--- config.mk ---
export PLATFORM = sky130hd
export DESIGN_NAME = pc_sequencer
export DESIGN_NICKNAME = d
export VERILOG_FILES = /design/src/rtl/pc_sequencer.sv
export SDC_FILE = /design/constraint.sdc
export NUM_CORES = 1
export LEC_CHECK = 0
export ABC_CLOCK_PERIOD_IN_PS = 7800
export BUFFER_PORTS_ARGS = -buffer_cell sky130_fd_sc_hd__buf_2
export CORE_ASPECT_RATIO = 1.75
export CORE_MARGIN = 2
export CORE_UTILIZATION = 37
export DETAILED_ROUTE_END_ITERATION = 6
export PLACE_DENSITY = 0.56
export SYNTH_ARGS = -nofsm -noshare
export SYNTH_HDL_FRONTEND = slang
export SYNTH_SLANG_ARGS = --single-unit
--- constraint.sdc ---
create_clock -name CLK -period 7.8 [get_ports CLK]
set_clock_uncertainty 0.1 [all_clocks]
set_input_delay 1.56 -clock CLK [delete_from_list [all_inputs] [get_ports CLK]]
set_output_delay 1.56 -clock CLK [all_outputs]
set_load 0.1 [all_outputs]
--- src/rtl/pc_sequencer.sv ---
// Program counter and sequencer: steps through a table of program entry points,
// executes branches, CALL/RET via a return stack, and halts on request or stack error.
module pc_sequencer #(
    parameter  int PCW         = 16,
    parameter  int NUM_PROGS   = 4,
    parameter  int STACK_DEPTH = 4,
    parameter  int OFFW        = 8,
    localparam int PIDW        = (NUM_PROGS > 1) ? $clog2(NUM_PROGS) : 1,
    localparam int SPW         = $clog2(STACK_DEPTH + 1)
) (
    input  logic                     CLK,
    input  logic                     RST_N,
    input  logic                     START,
    input  logic [NUM_PROGS*PCW-1:0] START_ADDRS,
    input  logic                     HALT,
    input  logic                     BR_ABS,
    input  logic                     BR_REL,
    input  logic                     ZERO,
    input  logic                     CALL,
    input  logic                     RET,
    input  logic [PCW-1:0]           TARGET,
    input  logic [OFFW-1:0]          OFFSET,
    output logic [PCW-1:0]           PC,
    output logic [PIDW-1:0]          PROG_ID,
    output logic                     DONE,
    output logic                     ERR,
    output logic [SPW-1:0]           STACK_LVL
);

    typedef enum logic [1:0] {S_IDLE, S_LOAD, S_RUN, S_HALTED} state_t;

    state_t          state_q;
    logic [PCW-1:0]  pc_q;
    logic [PIDW-1:0] prog_id_q;
    logic [PIDW-1:0] nxt_q;
    logic [SPW-1:0]  sp_q;
    logic            done_q;
    logic            err_q;
    logic            start_q;

    // Padded to a power of two so the SP register indexes it without width mismatch.
    logic [PCW-1:0]  stack_q [2**SPW];

    logic signed [PCW-1:0] off_ext_d;
    logic [PCW-1:0]        pc_inc_d;
    logic [PCW-1:0]        pc_rel_d;
    logic [PIDW-1:0]       nxt_inc_d;
    logic [SPW-1:0]        sp_m1_d;
    logic                  push_d;

    assign off_ext_d = PCW'($signed(OFFSET));
    assign pc_inc_d  = pc_q + PCW'(1);
    assign pc_rel_d  = pc_q + $unsigned(off_ext_d);
    assign nxt_inc_d = (nxt_q == PIDW'(NUM_PROGS - 1)) ? '0 : nxt_q + PIDW'(1);
    assign sp_m1_d   = sp_q - SPW'(1);
    assign push_d    = (state_q == S_RUN) && !START && !HALT && !RET && CALL &&
                       (sp_q < SPW'(STACK_DEPTH));

    always_ff @(posedge CLK) begin
        if (push_d) begin
            stack_q[sp_q] <= pc_inc_d;
        end
    end

    always_ff @(posedge CLK or negedge RST_N) begin
        if (!RST_N) begin
            state_q   <= S_IDLE;
            pc_q      <= '0;
            prog_id_q <= '0;
            nxt_q     <= '0;
            sp_q      <= '0;
            done_q    <= 1'b0;
            err_q     <= 1'b0;
            start_q   <= 1'b0;
        end else begin
            start_q <= START;
            if (START) begin
                state_q   <= S_LOAD;
                pc_q      <= START_ADDRS[nxt_q*PCW +: PCW];
                prog_id_q <= nxt_q;
                sp_q      <= '0;
                err_q     <= 1'b0;
                done_q    <= 1'b0;
            end else begin
                case (state_q)
                    S_LOAD: begin
                        // Falling edge of START releases execution from the entry address.
                        if (start_q) begin
                            state_q <= S_RUN;
                            nxt_q   <= nxt_inc_d;
                        end
                    end
                    S_RUN: begin
                        if (HALT) begin
                            state_q <= S_HALTED;
                            done_q  <= 1'b1;
                        end else if (RET) begin
                            if (sp_q != '0) begin
                                pc_q <= stack_q[sp_m1_d];
                                sp_q <= sp_m1_d;
                            end else begin
                                err_q   <= 1'b1;
                                state_q <= S_HALTED;
                                done_q  <= 1'b1;
                            end
                        end else if (CALL) begin
                            if (push_d) begin
                                pc_q <= TARGET;
                                sp_q <= sp_q + SPW'(1);
                            end else begin
                                err_q   <= 1'b1;
                                state_q <= S_HALTED;
                                done_q  <= 1'b1;
                            end
                        end else if (BR_ABS && ZERO) begin
                            pc_q <= TARGET;
                        end else if (BR_REL && ZERO) begin
                            pc_q <= pc_rel_d;
                        end else begin
                            pc_q <= pc_inc_d;
                        end
                    end
                    default: ;
                endcase
            end
        end
    end

    assign PC        = pc_q;
    assign PROG_ID   = prog_id_q;
    assign DONE      = done_q;
    assign ERR       = err_q;
    assign STACK_LVL = sp_q;

endmodule

**Word-level counts from Yosys, hierarchy flattened**

Memory sizes are Yosys's and may differ from the RTL's.
Cells that the tools add are included.

- Bits in writable memories: 128
- Memories: 1
- Register bits: 28
- Input bits: 97
- Output and inout bits: 23

- Bitwise logic cells: 1
- Add/subtract/negate cells: 5
- Equal/unequal tests: 14
- Mux-type cells: 37
- Magnitude comparators: 1
- Reduce and logical (&&, ||, !) cells: 22
- Shifts and indexed selects: 1

Memories:

| name | depth | bits a word | read ports | clocked after memory_dff | wr ports | RTL line | RTL |
|---|---|---|---|---|---|---|---|
| stack_q | 8 | 16 | 1 | 0 | 1 | 42 | `logic [PCW-1:0] stack_q [2**SPW];` |

Operators by type and width:

| kind | number |
|---|---|
| 16-bit two-way mux | 9 |
| 64-bit by 7-bit indexed part select with 16-bit output | 1 |
| 3-bit two-way mux | 7 |
| 16-bit by 1-bit adder with 16-bit output, second input constant | 1 |
| 16-bit adder | 1 |
| 2-bit two-way mux | 8 |
| 5-bit != test, second input constant | 3 |
| 5-bit AND reduction | 3 |
| 1-bit two-way mux | 12 |
| 3-bit nonzero test | 4 |
| 3-bit != test, second input constant | 3 |
| 4-bit != test, second input constant | 2 |
| 4-bit AND reduction | 2 |
| 1-bit logical AND | 7 |
| 2-bit equality test, second input constant | 2 |
| 4-bit by 2-bit != test with 1-bit output, second input constant | 1 |
| 2-bit case mux with 2 select lines | 1 |
| 4-bit nonzero test | 1 |
| 3-bit by 1-bit adder with 3-bit output, second input constant | 1 |
| 1-bit logical NOT | 3 |
| 3-bit < comparator, second input constant | 1 |
| 3-bit by 2-bit != test with 1-bit output, second input constant | 1 |
| 3-bit AND reduction | 1 |
| 3-bit by 1-bit subtractor with 3-bit output, second input constant | 1 |
| 5 further kinds | 5 |

**Longest topological paths before layout**

- Depth in word-level cells: 12
- Mapped depth: 13

**Worst setup path before layout**

Ideal clock, no wire load.

- Path type: input to register
- From: input port START
- To: memory stack_q[0][0], enable pin
- Required time: 7291 ps
- Setup time: 409 ps
- Path buffers: 1
- Slack: 3823 ps
- Stages: 5
- Arrival time: 3468 ps
- Path through: or2_2 > buf_2 > nor2_1 > nand3_1 > nor3_1

- Longest elaborated chain between the ends: 8

RTL lines:

| element | RTL line | RTL |
|---|---|---|
| from (decl) | 13 | `input logic START,` |
| 1-bit logical NOT | 56 | `assign push_d = (state_q == S_RUN) && !START && !HALT && !RET && CALL &&` |
| 1-bit logical AND (5 in a row) | 56 |  |
| 1-bit two-way mux | 60 | `if (push_d) begin` |
| 1-bit two-way mux (not written as such) | 61 | `stack_q[sp_q] <= pc_inc_d;` |
| to (decl) | 42 |  |

No other way between the ends.

**Worst setup path in the final report**

- From: input port OFFSET[0]
- To: register pc_q[10] (netlist: PC[10])

- Longest elaborated chain between the ends: 8

RTL lines:

| element | RTL line | RTL |
|---|---|---|
| from (decl) | 22 | `input logic [OFFW-1:0] OFFSET,` |
| 16-bit adder | 53 | `assign pc_rel_d = pc_q + $unsigned(off_ext_d);` |
| 16-bit two-way mux | 117 | `end else if (BR_REL && ZERO) begin` |
| 16-bit two-way mux | 115 | `end else if (BR_ABS && ZERO) begin` |
| 16-bit two-way mux | 106 | `end else if (CALL) begin` |
| 16-bit two-way mux | 97 | `end else if (RET) begin` |
| 16-bit two-way mux | 94 | `if (HALT) begin` |
| 16-bit two-way mux | 85 | `case (state_q)` |
| 16-bit two-way mux | 77 | `if (START) begin` |
| to (signal assigned) | 79 | `pc_q <= START_ADDRS[nxt_q*PCW +: PCW];` |
| to (signal assigned) | 99 | `pc_q <= stack_q[sp_m1_d];` |
| to (signal assigned) | 118 | `pc_q <= pc_rel_d;` |
| to (decl) | 33 | `logic [PCW-1:0] pc_q;` |

No other way between the ends. The select of a mux whose other input is x is not followed.
A chain may end at the register's enable or synchronous reset.

==> flow_summary_export.csv <==
group,metric,value,unit
setup_path,critPathMaxStageDelay,0.44,ns
clock_network,clk_latency,0.43,ns
yosys,avgSynthCellArea,14.1,um^2
clock_network,numCtsBuffers,17,
timing,relSlewSlack,36.6,%
yosys,ys_seq_area_share,56.6,%
clock_network,clk_path_buf_depth,2,
drt,wire_per_inst,20.5,um
clock_network,cts_tree,"built",
timing,fmax,281,MHz
setup_path,cp_data_required_time,8.05,ns
drt,drtIter0Drc,459,
worst_hold_path,min_path_type,"reg2reg",
drt,drcViolationCount,0,
yosys,synth_edf_count,128,
setup_path,worstPathArrival,3.82,ns
timing,fin_crit,3.57,ns
clock_network,post_cts_resized,0,
setup_path,path_class,"in2reg",
global_routing,grt_max_degree,40,
timing,tightestPinTransition,0.951,ns
floorplanning,fp.dieW,115,um
drt,drt_wl_total,21800,um
global_routing,track_usage,19.3,%
power_and_ir_drop,finalPower,3260,uW
placed_design,place_area,9210,um^2
drt,vias,5760,
clock_network,cts_hold_buffers,0,
floorplanning,io_pins,120,
finish,n_antenna_cell,0,
setup_path,crit_chain,"buf_2 -> ha_1 -> fa_1 -> a211oi_2 -> o21ai_0 -> a221o_1 -> xnor2_1 -> o221a_2 -> a21oi_1",
setup_path,cp_slowest_cell,"fa_1",
placed_design,portBuffers,119,
setup_path,crit_path_end_kind,"register",
clock_network,cts_root_buf,"clkbuf_16",
power_and_ir_drop,leakagePower,0.00370,uW
run_status,status,"finished, final reports clean",
drt,route.met2.wl,11500,um
timing,drv_slew,0,
setup_path,crit_fanout,3,
global_routing,antenna_found_initial,0,
placed_design,gp_congestion,0.958,
finish,nNetsFinal,876,
finish,final_layout_size_suffix_gt1_share,31.1,%
finish,mostFrequentLayoutCell,"edfxtp_1",
floorplanning,die_h,199,um
drt,firstDrtPassIters,5,
floorplanning,start_util,37.5,%
clock_network,path_clk_slew,0.07,ns
floorplanning,core,21400,um^2
drt,wl_met1,8330,um
yosys,yosys_warnings,0,
global_routing,first_global_vias,5825,
power_and_ir_drop,p_per_area,332,nW/um^2
timing,setup_violations,0,
placed_design,dpl.hpwl,16200,um
global_routing,grt_pass1_wl,32400,um
floorplanning,die_area,22900,um^2
yosys,ys_async_sr_fraction,17.9,%
timing,layout_worst_path_cycle_share,45.7,%
finish,layout_common_cells,"edfxtp_1, buf_2, conb_1",
floorplanning,row_count,71,
drt,final_antenna_net_count,0,
yosys,yosysUniqueCellTypes,71,
yosys,ys_ff_latch,156,
yosys,ys.flop_type,"edfxtp_1",
power_and_ir_drop,ir_drop,0.000149,V
finish,syn2layout_area_growth,22.1,%
clock_network,cts_setup_buffers,0,
clock_network,numClockSinks,156,
drt,highest_layer,"met4",
finish,finalInstanceArea,9800,um^2
yosys,netlist_area,8030,um^2
timing,rsz0062_at_grt,"no",
drt,wl_met3,1020,um
drt,via_per_inst,5.43,
clock_network,htree_levels,4,
setup_path,worst_setup_path_start_kind,"input port",
timing,hold_viol,0,
yosys,postSynthCellCount,570,
run,maxCapViolCount,0,
global_routing,grt.overflow.total,0,
timing,totalNegativeSetupSlack,0,ns
-- final timing paths --
kind	cells after the start	start	end	slack, ns
worst max-delay path	9	OFFSET[0]	PC[10]$_DFFE_PN0P_	4.23
worst min-delay path	1	PROG_ID[1]$_DFFE_PN0P_	PROG_ID[1]$_DFFE_PN0P_	0.41
worst max register to register	8	STACK_LVL[0]$_DFFE_PN0P_	PC[11]$_DFFE_PN0P_	4.53
worst min register to register	1	PROG_ID[1]$_DFFE_PN0P_	PROG_ID[1]$_DFFE_PN0P_	0.41
max in group asynchronous	1	RST_N	STACK_LVL[0]$_DFFE_PN0P_	6.01
min in group asynchronous	1	RST_N	PROG_ID[1]$_DFFE_PN0P_	1.09
-- per-stage QoR --
| step | util [%] | cells | hold WS, ns | setup WS [ns] |
|---|---|---|---|---|
| 4_1_cts | 45.8 | 1061 | 0.411 | 4.15 |
| 6_report | 45.8 | 1061 | 0.409 | 4.23 |
| 5_1_grt | 45.8 | 1061 | 0.437 | 4.09 |
| 3_3_place_gp | 43.0 | 1031 | 0.382 | 3.86 |
| 2_1_floorplan | - | 633 | 0.410 | 3.82 |
| 3_5_place_dp | 43.0 | 1031 | 0.395 | 3.82 |
-- cells by family (layout without fill, tap and decap cells) --
family	after synthesis	count (layout)	synth area share, %
other	1	64	0.0467
adders and majority gates	21	21	3.37
DFF	156	156	56.6
buffers and inverters	34	170	2.06
xor gates and xnor gates	23	23	2.51
and+or+nand+nor	145	145	9.33
muxes	53	53	14.1
AOI/OAI and AO/OA	137	137	11.9
-- critical path, delay by kind of cell --
family,cells,cell delay [ns]
AOI/OAI and AO/OA,5,1.35
buffers and inverters,1,0.10
adders and majority gates,2,0.65
xor gates and xnor gates,1,0.15
-- flip-flops by register name, summed over array words and instances (netlist names) --
name,flops
DONE,1
ERR,1
PC,16
PROG_ID,2
STACK_LVL,3
nxt_q,2
stack_q,128
start_q,1
state_q,2
-- layout make-up --
cell class / count / area, um^2
clock buffers: 18 / 429
clock inverters: 12 / 163
fillers: 1905 / 11600
inverters: 8 / 30.0
multi-input cells: 443 / 3580
flip-flops and latches: 156 / 4550
well taps: 292 / 365
repair buffers: 132 / 693
-- metal layers --
| layer | vias to the layer above | GRT usage (%) |
|---|---|---|
| met5 | - | 0 |
| met4 | 0 | 10.4 |
| met3 | 53 | 3.20 |
| met2 | 221 | 33.9 |
| met1 | 2878 | 22.2 |
| li1 | 2608 | - |
-- synthesized netlist by cell type, drive strengths merged (8+ instances only) --
master  instances  share of area [%]
a21oi          30                1.9
a221oi          8                1.2
a22oi           8               0.75
a31oi          12               0.93
buf            14                1.1
clkbuf         12               0.56
dfrtp          28                8.7
edfxtp        128                 48
ha             20                3.1
inv             8               0.37
mux4           48                 13
nand2          40                1.9
nand3          13               0.87
nor2           44                2.1
nor3           11               0.81
o21ai          31                1.9
xnor2          11                1.2
xor2           12                1.3
-- power breakdown --
group | internal [uW] | switching [uW]
sequential | 1110 | 124
clock | 504 | 329
combinational | 404 | 783
(Power assumes the default switching activity.)
